--- config.mk ---
export PLATFORM = sky130hd
export DESIGN_NAME = y_arith_serial
export DESIGN_NICKNAME = d
export VERILOG_FILES = /design/src/rtl/y_arith_pkg.sv /design/src/rtl/y_digit_add.sv /design/src/rtl/y_arith_serial.sv
export SDC_FILE = /design/constraint.sdc
export NUM_CORES = 1
export LEC_CHECK = 0
export CORE_UTILIZATION = 31
export DETAILED_ROUTE_END_ITERATION = 6
export PLACE_DENSITY = 0.55
export SLEW_MARGIN = 20
export SYNTH_ARGS = -nofsm -noshare
export SYNTH_HDL_FRONTEND = slang
export SYNTH_SLANG_ARGS = --single-unit
--- constraint.sdc ---
create_clock -name clk -period 4.65 [get_ports clk]
set_input_delay 0.93 -clock clk [delete_from_list [all_inputs] [get_ports clk]]
set_output_delay 0.93 -clock clk [all_outputs]
set_load 0.02 [all_outputs]
--- src/rtl/y_arith_pkg.sv ---
// ---------------------------------------------------------------------------
// y_arith_pkg
// Shared encodings for the digit-serial add/subtract unit.
//   op_e    : operation codes carried on the 2-bit 'op' port
//   state_e : sequencer states (idle, digit loop, result held)
//   op_is_sub() : true for the two operations that invert operand b
// ---------------------------------------------------------------------------
package y_arith_pkg;

  typedef enum logic [1:0] {
    OP_ADD = 2'b00,
    OP_SUB = 2'b01,
    OP_ADC = 2'b10,
    OP_SBC = 2'b11
  } op_e;

  typedef enum logic [1:0] {
    ST_IDLE = 2'b00,
    ST_RUN  = 2'b01,
    ST_DONE = 2'b10
  } state_e;

  // Subtraction is done as a + ~b + carry, so both subtract flavours invert b.
  function automatic logic op_is_sub(input op_e o);
    return (o == OP_SUB) || (o == OP_SBC);
  endfunction

endpackage

--- src/rtl/y_digit_add.sv ---
// ---------------------------------------------------------------------------
// y_digit_add
// Combinational DIGIT-bit ripple-carry adder used once per clock by the
// serial unit to process one digit of the operands.
//   a, b : DIGIT-bit addends
//   cin  : carry into bit 0
//   s    : DIGIT-bit sum
//   cout : carry out of the top bit
// ---------------------------------------------------------------------------
module y_digit_add #(
  parameter int DIGIT = 8
) (
  input  logic [DIGIT-1:0] a,
  input  logic [DIGIT-1:0] b,
  input  logic             cin,
  output logic [DIGIT-1:0] s,
  output logic             cout
);

  logic [DIGIT:0] carry;

  // Explicit bit-by-bit ripple; one full adder per bit.
  always_comb begin
    carry    = '0;
    s        = '0;
    carry[0] = cin;
    for (int i = 0; i < DIGIT; i++) begin
      s[i]       = a[i] ^ b[i] ^ carry[i];
      carry[i+1] = (a[i] & b[i]) | (carry[i] & (a[i] ^ b[i]));
    end
  end

  assign cout = carry[DIGIT];

endmodule

--- src/rtl/y_arith_serial.sv ---
// ---------------------------------------------------------------------------
// y_arith_serial
// Digit-serial add/subtract unit with carry-chained modes for multi-precision
// arithmetic. One operation takes WIDTH/DIGIT clocks in the digit loop; the
// result and C/V/N/Z flags are registered and held until the consumer takes
// them. An internal carry flag links consecutive ADC/SBC operations.
//   clk, rst_n          : clock, synchronous active-low reset
//   in_valid/in_ready   : operation handshake (a, b, op sampled on accept)
//   out_valid/out_ready : result handshake
//   z                   : WIDTH-bit result
//   cout                : carry out (for subtracts, 1 = no borrow)
//   ovf, neg, zero      : signed overflow, result sign, result is zero
// ---------------------------------------------------------------------------
module y_arith_serial
  import y_arith_pkg::*;
#(
  parameter int WIDTH = 32,
  parameter int DIGIT = 8
) (
  input  logic             clk,
  input  logic             rst_n,
  input  logic             in_valid,
  output logic             in_ready,
  input  logic [WIDTH-1:0] a,
  input  logic [WIDTH-1:0] b,
  input  logic [1:0]       op,
  output logic             out_valid,
  input  logic             out_ready,
  output logic [WIDTH-1:0] z,
  output logic             cout,
  output logic             ovf,
  output logic             neg,
  output logic             zero
);

  localparam int NDIG  = WIDTH / DIGIT;
  localparam int CNT_W = (NDIG > 1) ? $clog2(NDIG) : 1;

  if ((WIDTH % DIGIT) != 0) begin : g_bad_digit
    $error("y_arith_serial: DIGIT (%0d) must divide WIDTH (%0d) exactly", DIGIT, WIDTH);
  end

  state_e             state_q, state_d;
  logic [WIDTH-1:0]   a_sh_q, a_sh_d;
  logic [WIDTH-1:0]   b_sh_q, b_sh_d;
  logic [WIDTH-1:0]   res_q, res_d;
  logic               c_q, c_d;
  logic [CNT_W-1:0]   cnt_q, cnt_d;
  logic               a_msb_q, a_msb_d;
  logic               b_msb_q, b_msb_d;
  logic [WIDTH-1:0]   z_q, z_d;
  logic               cout_q, cout_d;
  logic               ovf_q, ovf_d;
  logic               neg_q, neg_d;
  logic               zero_q, zero_d;
  logic               cflag_q, cflag_d;

  logic [DIGIT-1:0]   dig_s;
  logic               dig_cout;
  logic [WIDTH-1:0]   res_next;
  op_e                op_sel;

  y_digit_add #(.DIGIT(DIGIT)) u_digit (
    .a    (a_sh_q[DIGIT-1:0]),
    .b    (b_sh_q[DIGIT-1:0]),
    .cin  (c_q),
    .s    (dig_s),
    .cout (dig_cout)
  );

  // New digit enters at the top so that after NDIG steps the first digit has
  // reached bit 0. Written as shifts so DIGIT==WIDTH needs no special case.
  assign res_next = (res_q >> DIGIT) | (WIDTH'(dig_s) << (WIDTH - DIGIT));
  assign op_sel   = op_e'(op);

  always_comb begin
    state_d = state_q;
    a_sh_d  = a_sh_q;
    b_sh_d  = b_sh_q;
    res_d   = res_q;
    c_d     = c_q;
    cnt_d   = cnt_q;
    a_msb_d = a_msb_q;
    b_msb_d = b_msb_q;
    z_d     = z_q;
    cout_d  = cout_q;
    ovf_d   = ovf_q;
    neg_d   = neg_q;
    zero_d  = zero_q;
    cflag_d = cflag_q;

    case (state_q)
      ST_IDLE: begin
        if (in_valid) begin
          a_sh_d  = a;
          b_sh_d  = op_is_sub(op_sel) ? ~b : b;
          case (op_sel)
            OP_ADD:  c_d = 1'b0;
            OP_SUB:  c_d = 1'b1;
            default: c_d = cflag_q;
          endcase
          a_msb_d = a[WIDTH-1];
          b_msb_d = b_sh_d[WIDTH-1];
          cnt_d   = '0;
          state_d = ST_RUN;
        end
      end

      ST_RUN: begin
        a_sh_d = a_sh_q >> DIGIT;
        b_sh_d = b_sh_q >> DIGIT;
        res_d  = res_next;
        c_d    = dig_cout;
        cnt_d  = cnt_q + CNT_W'(1);
        if (cnt_q == CNT_W'(NDIG - 1)) begin
          // Overflow: like-signed operands producing a result of the other sign.
          z_d     = res_next;
          cout_d  = dig_cout;
          ovf_d   = (a_msb_q == b_msb_q) && (res_next[WIDTH-1] != a_msb_q);
          neg_d   = res_next[WIDTH-1];
          zero_d  = (res_next == '0);
          cflag_d = dig_cout;
          state_d = ST_DONE;
        end
      end

      ST_DONE: begin
        if (out_ready) begin
          state_d = ST_IDLE;
        end
      end

      default: state_d = ST_IDLE;
    endcase
  end

  always_ff @(posedge clk) begin
    if (!rst_n) begin
      state_q <= ST_IDLE;
      a_sh_q  <= '0;
      b_sh_q  <= '0;
      res_q   <= '0;
      c_q     <= 1'b0;
      cnt_q   <= '0;
      a_msb_q <= 1'b0;
      b_msb_q <= 1'b0;
      z_q     <= '0;
      cout_q  <= 1'b0;
      ovf_q   <= 1'b0;
      neg_q   <= 1'b0;
      zero_q  <= 1'b0;
      cflag_q <= 1'b0;
    end else begin
      state_q <= state_d;
      a_sh_q  <= a_sh_d;
      b_sh_q  <= b_sh_d;
      res_q   <= res_d;
      c_q     <= c_d;
      cnt_q   <= cnt_d;
      a_msb_q <= a_msb_d;
      b_msb_q <= b_msb_d;
      z_q     <= z_d;
      cout_q  <= cout_d;
      ovf_q   <= ovf_d;
      neg_q   <= neg_d;
      zero_q  <= zero_d;
      cflag_q <= cflag_d;
    end
  end

  // in_ready is gated by rst_n so it is low for the whole time reset is held.
  assign in_ready  = rst_n && (state_q == ST_IDLE);
  assign out_valid = (state_q == ST_DONE);
  assign z         = z_q;
  assign cout      = cout_q;
  assign ovf       = ovf_q;
  assign neg       = neg_q;
  assign zero      = zero_q;

endmodule

-- Word-level counts from Yosys, hierarchy flattened
Cells that the tools add are included.
- add/subtract/negate cells: 1
- equality and inequality tests: 10
- muxes and demuxes: 14
- bitwise gates (word level): 42
- reductions and logical operators: 11
- operators by type and width (kind ; number):
    32-bit case mux with 2 select lines ; 2
    32-bit two-way mux ; 3
    32-bit logical NOT ; 1
    32-bit NOT ; 1
    24-bit by 32-bit OR with 32-bit output ; 1
    1-bit bitwise AND ; 16
    1-bit bitwise XOR ; 16
    2-bit two-way mux ; 4
    1-bit OR ; 8
    2-bit equality test (second input constant) ; 3
    2-bit case mux with 3 select lines ; 1
    2-bit AND reduction ; 3
    2-bit by 1-bit equality test with 1-bit output (second input constant) ; 2
    2-bit logical NOT ; 2
    2-bit inequality test (second input constant) ; 2
    1-bit case mux with 2 select lines ; 2
    2-bit case mux with 2 select lines ; 1
    3-bit AND reduction ; 1
    2-bit by 1-bit adder with 2-bit output (second input constant) ; 1
    1-bit logical AND ; 2
    2-bit by 1-bit inequality test with 1-bit output (second input constant) ; 1
    2-bit nonzero test ; 1
    1-bit equality test ; 1
    1-bit logical OR ; 1
    other kinds (2) ; 2
- register bits: 139
- input bits: 70
- output and inout port bits: 38
- word-level logic and storage cells: 91

-- Depth between registers and ports, before layout
- depth after elaboration: 19
- depth in mapped cells: 15
- depth with buffers taken out: 15

-- Cells and area by module
From an unflattened synthesis, not the netlist that was laid out.
- cells, all modules: 666
- area total of the unflattened synthesis: 5740.5 µm²
- modules (own cells, without submodules) (module ; instances ; cells an instance ; area an instance (µm²) ; seq. area each (µm²)):
    y_arith_serial ; 1 ; 648 ; 5542.8 ; 2602.5
    y_digit_add ; 1 ; 18 ; 197.7 ; 0.0

-- Worst setup path before layout
OpenSTA, ideal clock, no wires.
- kind: reg-to-reg
- start point: register a_sh_q[0]
- end point: register ovf_q (netlist: ovf)
- arrival: 3890 ps
- required time: 4559 ps
- slack: 669 ps
- stages on the path, launching flop included: 14
- clock period less this slack: 3981 ps
- path through: dfxtp_1 -> fa_1 -> fa_1 -> fa_1 -> fa_1 -> inv_1 -> fa_1 -> inv_1 -> fa_1 -> fa_1 -> inv_1 -> fa_1 -> or3_1 -> a311oi_1
- longest elaborated chain between the ends: 19
- elaborated cells on any way between the ends: 20
- ends and longest elaborated chain (item ; RTL line ; source):
    from (decl) ; y_arith_serial.sv:44 ; logic [WIDTH-1:0] a_sh_q, a_sh_d;
    from (signal assigned) ; y_arith_serial.sv:155 ; a_sh_q <= a_sh_d;
    1-bit bitwise XOR ; y_digit_add.sv:29 ; carry[i+1] = (a[i] & b[i]) | (carry[i] & (a[i] ^ b[i]));
    1-bit bitwise AND ; y_digit_add.sv:29 ;
    1-bit OR * ; y_digit_add.sv:29 ;
    1-bit bitwise AND * ; y_digit_add.sv:29 ;
    1-bit OR * ; y_digit_add.sv:29 ;
    1-bit bitwise AND * ; y_digit_add.sv:29 ;
    1-bit OR * ; y_digit_add.sv:29 ;
    1-bit bitwise AND * ; y_digit_add.sv:29 ;
    [... 3 more ...] ; -- ;
    1-bit bitwise AND * ; y_digit_add.sv:29 ;
    1-bit OR * ; y_digit_add.sv:29 ;
    1-bit bitwise AND * ; y_digit_add.sv:29 ;
    1-bit OR * ; y_digit_add.sv:29 ;
    1-bit bitwise XOR * ; y_digit_add.sv:28 ; s[i] = a[i] ^ b[i] ^ carry[i];
    24-bit by 32-bit OR with 32-bit output * ; y_arith_serial.sv:73 ; assign res_next = (res_q >> DIGIT) | (WIDTH'(dig_s) << (WIDTH - DIGIT));
    1-bit inequality test * ; y_arith_serial.sv:119 ; ovf_d = (a_msb_q == b_msb_q) && (res_next[WIDTH-1] != a_msb_q);
    1-bit logical AND * ; y_arith_serial.sv:119 ;
    to (signal assigned) ; y_arith_serial.sv:164 ; ovf_q <= ovf_d;
    to (decl) ; y_arith_serial.sv:53 ; logic ovf_q, ovf_d;
Every way passes the cells marked *; elsewhere a longest branch is shown, timed or not.
A chain may end at the register's enable or synchronous reset.

-- Worst setup path in the final report
Ends and elaborated chain as after synthesis.

==> results.md <==
* Count of flip-flops with a built-in enable after synthesis at 0
* Setup crit end kind: flop
* Type of element launching the critical path: flop
* Number of failing setup endpoints in the final timing report at 0
* Total grt overflow at 0
* ANT nets after route at 0
* Final-stage net count at ~800
* Syn. warnings at 0
* Cell area after placement at around 0.0067 mm²
* Standby leakage power at roughly 0.0026 µW
* Initial core utilization at 0.3196
* Row count at 48
* Destination of the worst hold path: z[15]
* Vias in the first global route at between 4k and 5k
* Fin area at approximately 0.0073 mm²
* Worst Hold Class: reg2reg
* Die X at ~140 µm
* Crit-path max cell delay at ~0.48 ns
* Min Clock Period, post-route at roughly 4.2 ns
* Library cells used by synthesis at 34
* Post-DP HPWL at slightly below 10000 µm
* Instance count of the mapped netlist at about 660
* Synth Cell Area at 0.005567 mm²
* Cell depth of the worst flop-to-flop path at 13
* Arr. time, crit path at around 4.5 ns
* Clock tree from TritonCTS: yes
* Remaining design rule violation count at 0
* Proportion of layout cells with a drive suffix above 1 at 0.05843
* Most instantiated flip-flop cell in the synthesis netlist: dfxtp_1
* Final period util at 0.8952
* Core region area at between 0.015 and 0.02 mm²
* Clock latency of the later-clocked register in the worst-skew pair at ~0.41 ns
* CTS sink cnt at 130
* DRT Wirelength at approximately 14000 µm
* Final Wtd Congestion at between 0.8 and 0.9
* Areal power density over the cells at 380.7 mW/mm²
* Max-slew headroom at the worst pin at 0.4119
* Library cell used as clock root buffer: clkbuf_16
* GRT Total Usage at 0.1606
* Number of register bits inferred by synthesis at between 100 and 150
* Total nets after synthesis at between 700 and 800
* Required time of the critical path at about 5.0 ns
* Number of antenna repair diodes at 0
* Start point of the worst hold path: z[15]
* I/O pin count at between 100 and 150
* Result of the run: finished clean
* Area of the die at about 0.018 mm²
* Number of clock buffers inserted by TritonCTS at 17
* Mean routed wirelength per cell at 14.34 µm
* Detailed-route via count at ~4.7k
* Die extent in y at around 140 µm
* Most frequent standard cell in the layout excluding fill and tap cells: nand2_1
* Number of post-CTS setup repair buffers at 0
* RSZ-0062 raised after global routing: no
* Most used cells in the layout excluding fill and tap cells: nand2_1, dfxtp_1, clkdlybuf4s50_1, a21boi_0, a21oi_1
* Maximum number of pins on one net before global-route repair at 76
* Sequential element share of the synthesized area at 0.4675
* Final TNS setup at 0 ns
* P&R area growth vs syn at 30.41%
* Max Clock Freq at between 200 and 250 MHz
* Critical path fanouts, max at 5
* Hold Buf Count CTS at 0
* Global-route wire length before repair at around 23000 µm
* Post-Synthesis Mean Instance Area at between 8 and 9 µm²
* Initial detailed-routing violation count at 248
* Count of TritonRoute iterations in the first routing pass at 5
* CTS H-tree lvls at 4
* Cell chain of the critical path: fa_1 -> fa_1 -> fa_1 -> fa_1 -> inv_1 -> fa_1 -> inv_1 -> fa_1 -> fa_1 -> inv_1 -> fa_1 -> or3_1 -> a311oi_1
* Number of antenna violations at the first check in global routing at 0
* Hold Fails Final Rpt at 0
* Worst R2R Setup Slack at approximately 0.5 ns
* Total of cells resized after clock tree synthesis at 0
* Clock tree buffer depth at 2
* Critical Path Most Common Cell: fa_1
* Share of async-settable or async-resettable flops after synthesis at 0
* Clock-pin slew on the worst setup and hold paths at ~0.050 ns
* Worst vdd rail ir drop at approximately 290 µV
* Final Slew Violations at 0
* Worst reg2reg endpoint: ovf
* Type of the worst setup path: reg2reg
* Via-per-instance ratio at approximately 4.8
* Hold Path Stages at 2
* Skew final at between 0.005 and 0.006 ns
* Count of buffers inserted at the top-level ports at between 100 and 150
* Transition time at the pin with the least slew margin at around 0.88 ns
* Slowest cell on the critical path: fa_1
* Count of maximum capacitance violations at 0
* FF-to-FF Start: a_sh_q[0]
==> synth_stat cells (all sizes together) (2+ instances only) <==
master	number	share of area
a21boi	51	0.069
nand3	17	0.015
a211oi	8	0.011
nor2	40	0.028
xor2	30	0.047
clkbuf	19	0.013
dfxtp	130	0.47
buf	36	0.036
xnor2	2	0.0031
a22oi	24	0.032
nand2b	2	0.0022
a21oi	45	0.040
nor3	5	0.0045
nand2	196	0.13
a311oi	23	0.036
nor2b	2	0.0022
nor4	5	0.0067
fa	8	0.029
inv	8	0.0054
==> where the power goes <==
part / switching [µW] / internal (µW)
Clock: 447 / 769
Sequential: 42.0 / 1180
Combinational: 184 / 147
Total: 673 / 2090
==> layout make-up <==
cell class | count | area (µm²)
Fill cell | 1748 | 10160
Multi-Input combinational cell | 469 | 2679
Sequential cell | 130 | 2603
Timing Repair Buffer | 115 | 1126
Clock buffer | 25 | 485.5
Tap cell | 225 | 281.5
Clock inverter | 6 | 55.05
Inverter | 8 | 30.03
==> through the flow <==
| stage | total power, µW | setup WS (ns) | instances | hold WS (ns) | util |
|---|---|---|---|---|---|
| 6_report | 2764 | 0.4871 | 978 | 0.4527 | 0.4168 |
| 3_3_place_gp | 1568 | 0.5550 | 947 | 0.4441 | 0.3856 |
| 5_1_grt | 2878 | 0.2460 | 978 | 0.4720 | 0.4168 |
| 4_1_cts | 2793 | 0.4746 | 978 | 0.4563 | 0.4166 |
| 2_1_floorplan | 1445 | 0.6691 | 662 | 0.4355 | - |
| 3_5_place_dp | 1573 | 0.4736 | 947 | 0.4487 | 0.3856 |
==> state kept, by name, indices dropped and copies added (netlist names), 2 cells and up <==
register / count
state_q: 2
z: 32
res_q: 24
b_sh_q: 32
cnt_q: 2
a_sh_q: 32
==> metal layers <==
| metal | routed length [µm] | vias to the layer above | track usage |
|---|---|---|---|
| li1 | - | 2396 | - |
| met1 | 6488 | 2185 | 0.2015 |
| met2 | 6681 | 118 | 0.2642 |
| met3 | 668 | 14 | 0.03691 |
| met4 | 189 | 0 | 0.06481 |
| met5 | 0 | - | 0 |
==> worst max-delay path: cells and delay by family, from the launching register on <==
kind / cells / cell delay [ns]
flops: 1 / 0.32
compound gates: 1 / 0.25
buf+inv: 3 / 0.20
simple gates: 1 / 0.33
fa+ha+maj: 8 / 2.97
==> worst max-delay path by stage <==
| stage | startpoint | endpoint | slack [ns] | cells after the start |
|---|---|---|---|---|
| final | a_sh_q[0] | ovf | 0.49 | 13 |
| after floorplan | a_sh_q[0] | ovf | 0.67 | 13 |
| after detailed placement | a_sh_q[0] | ovf | 0.47 | 13 |
| after CTS | a_sh_q[0] | ovf | 0.47 | 13 |
| after global routing | a_sh_q[0] | ovf | 0.25 | 13 |
| after global placement | a_sh_q[0] | ovf | 0.55 | 13 |
==> cell families (layout without fill, tap and decap cells) <==
kind of cell | count (synthesis) | in the layout | share of synthesized area
simple gates | 273 | 273 | 0.2014
compound gates | 154 | 154 | 0.1942
buf+inv | 63 | 154 | 0.05372
fa+ha+maj | 9 | 9 | 0.03102
xor+xnor | 32 | 32 | 0.05035
flops | 130 | 130 | 0.4675
mux | 1 | 1 | 0.001798
(Power assumes the default switching activity.)
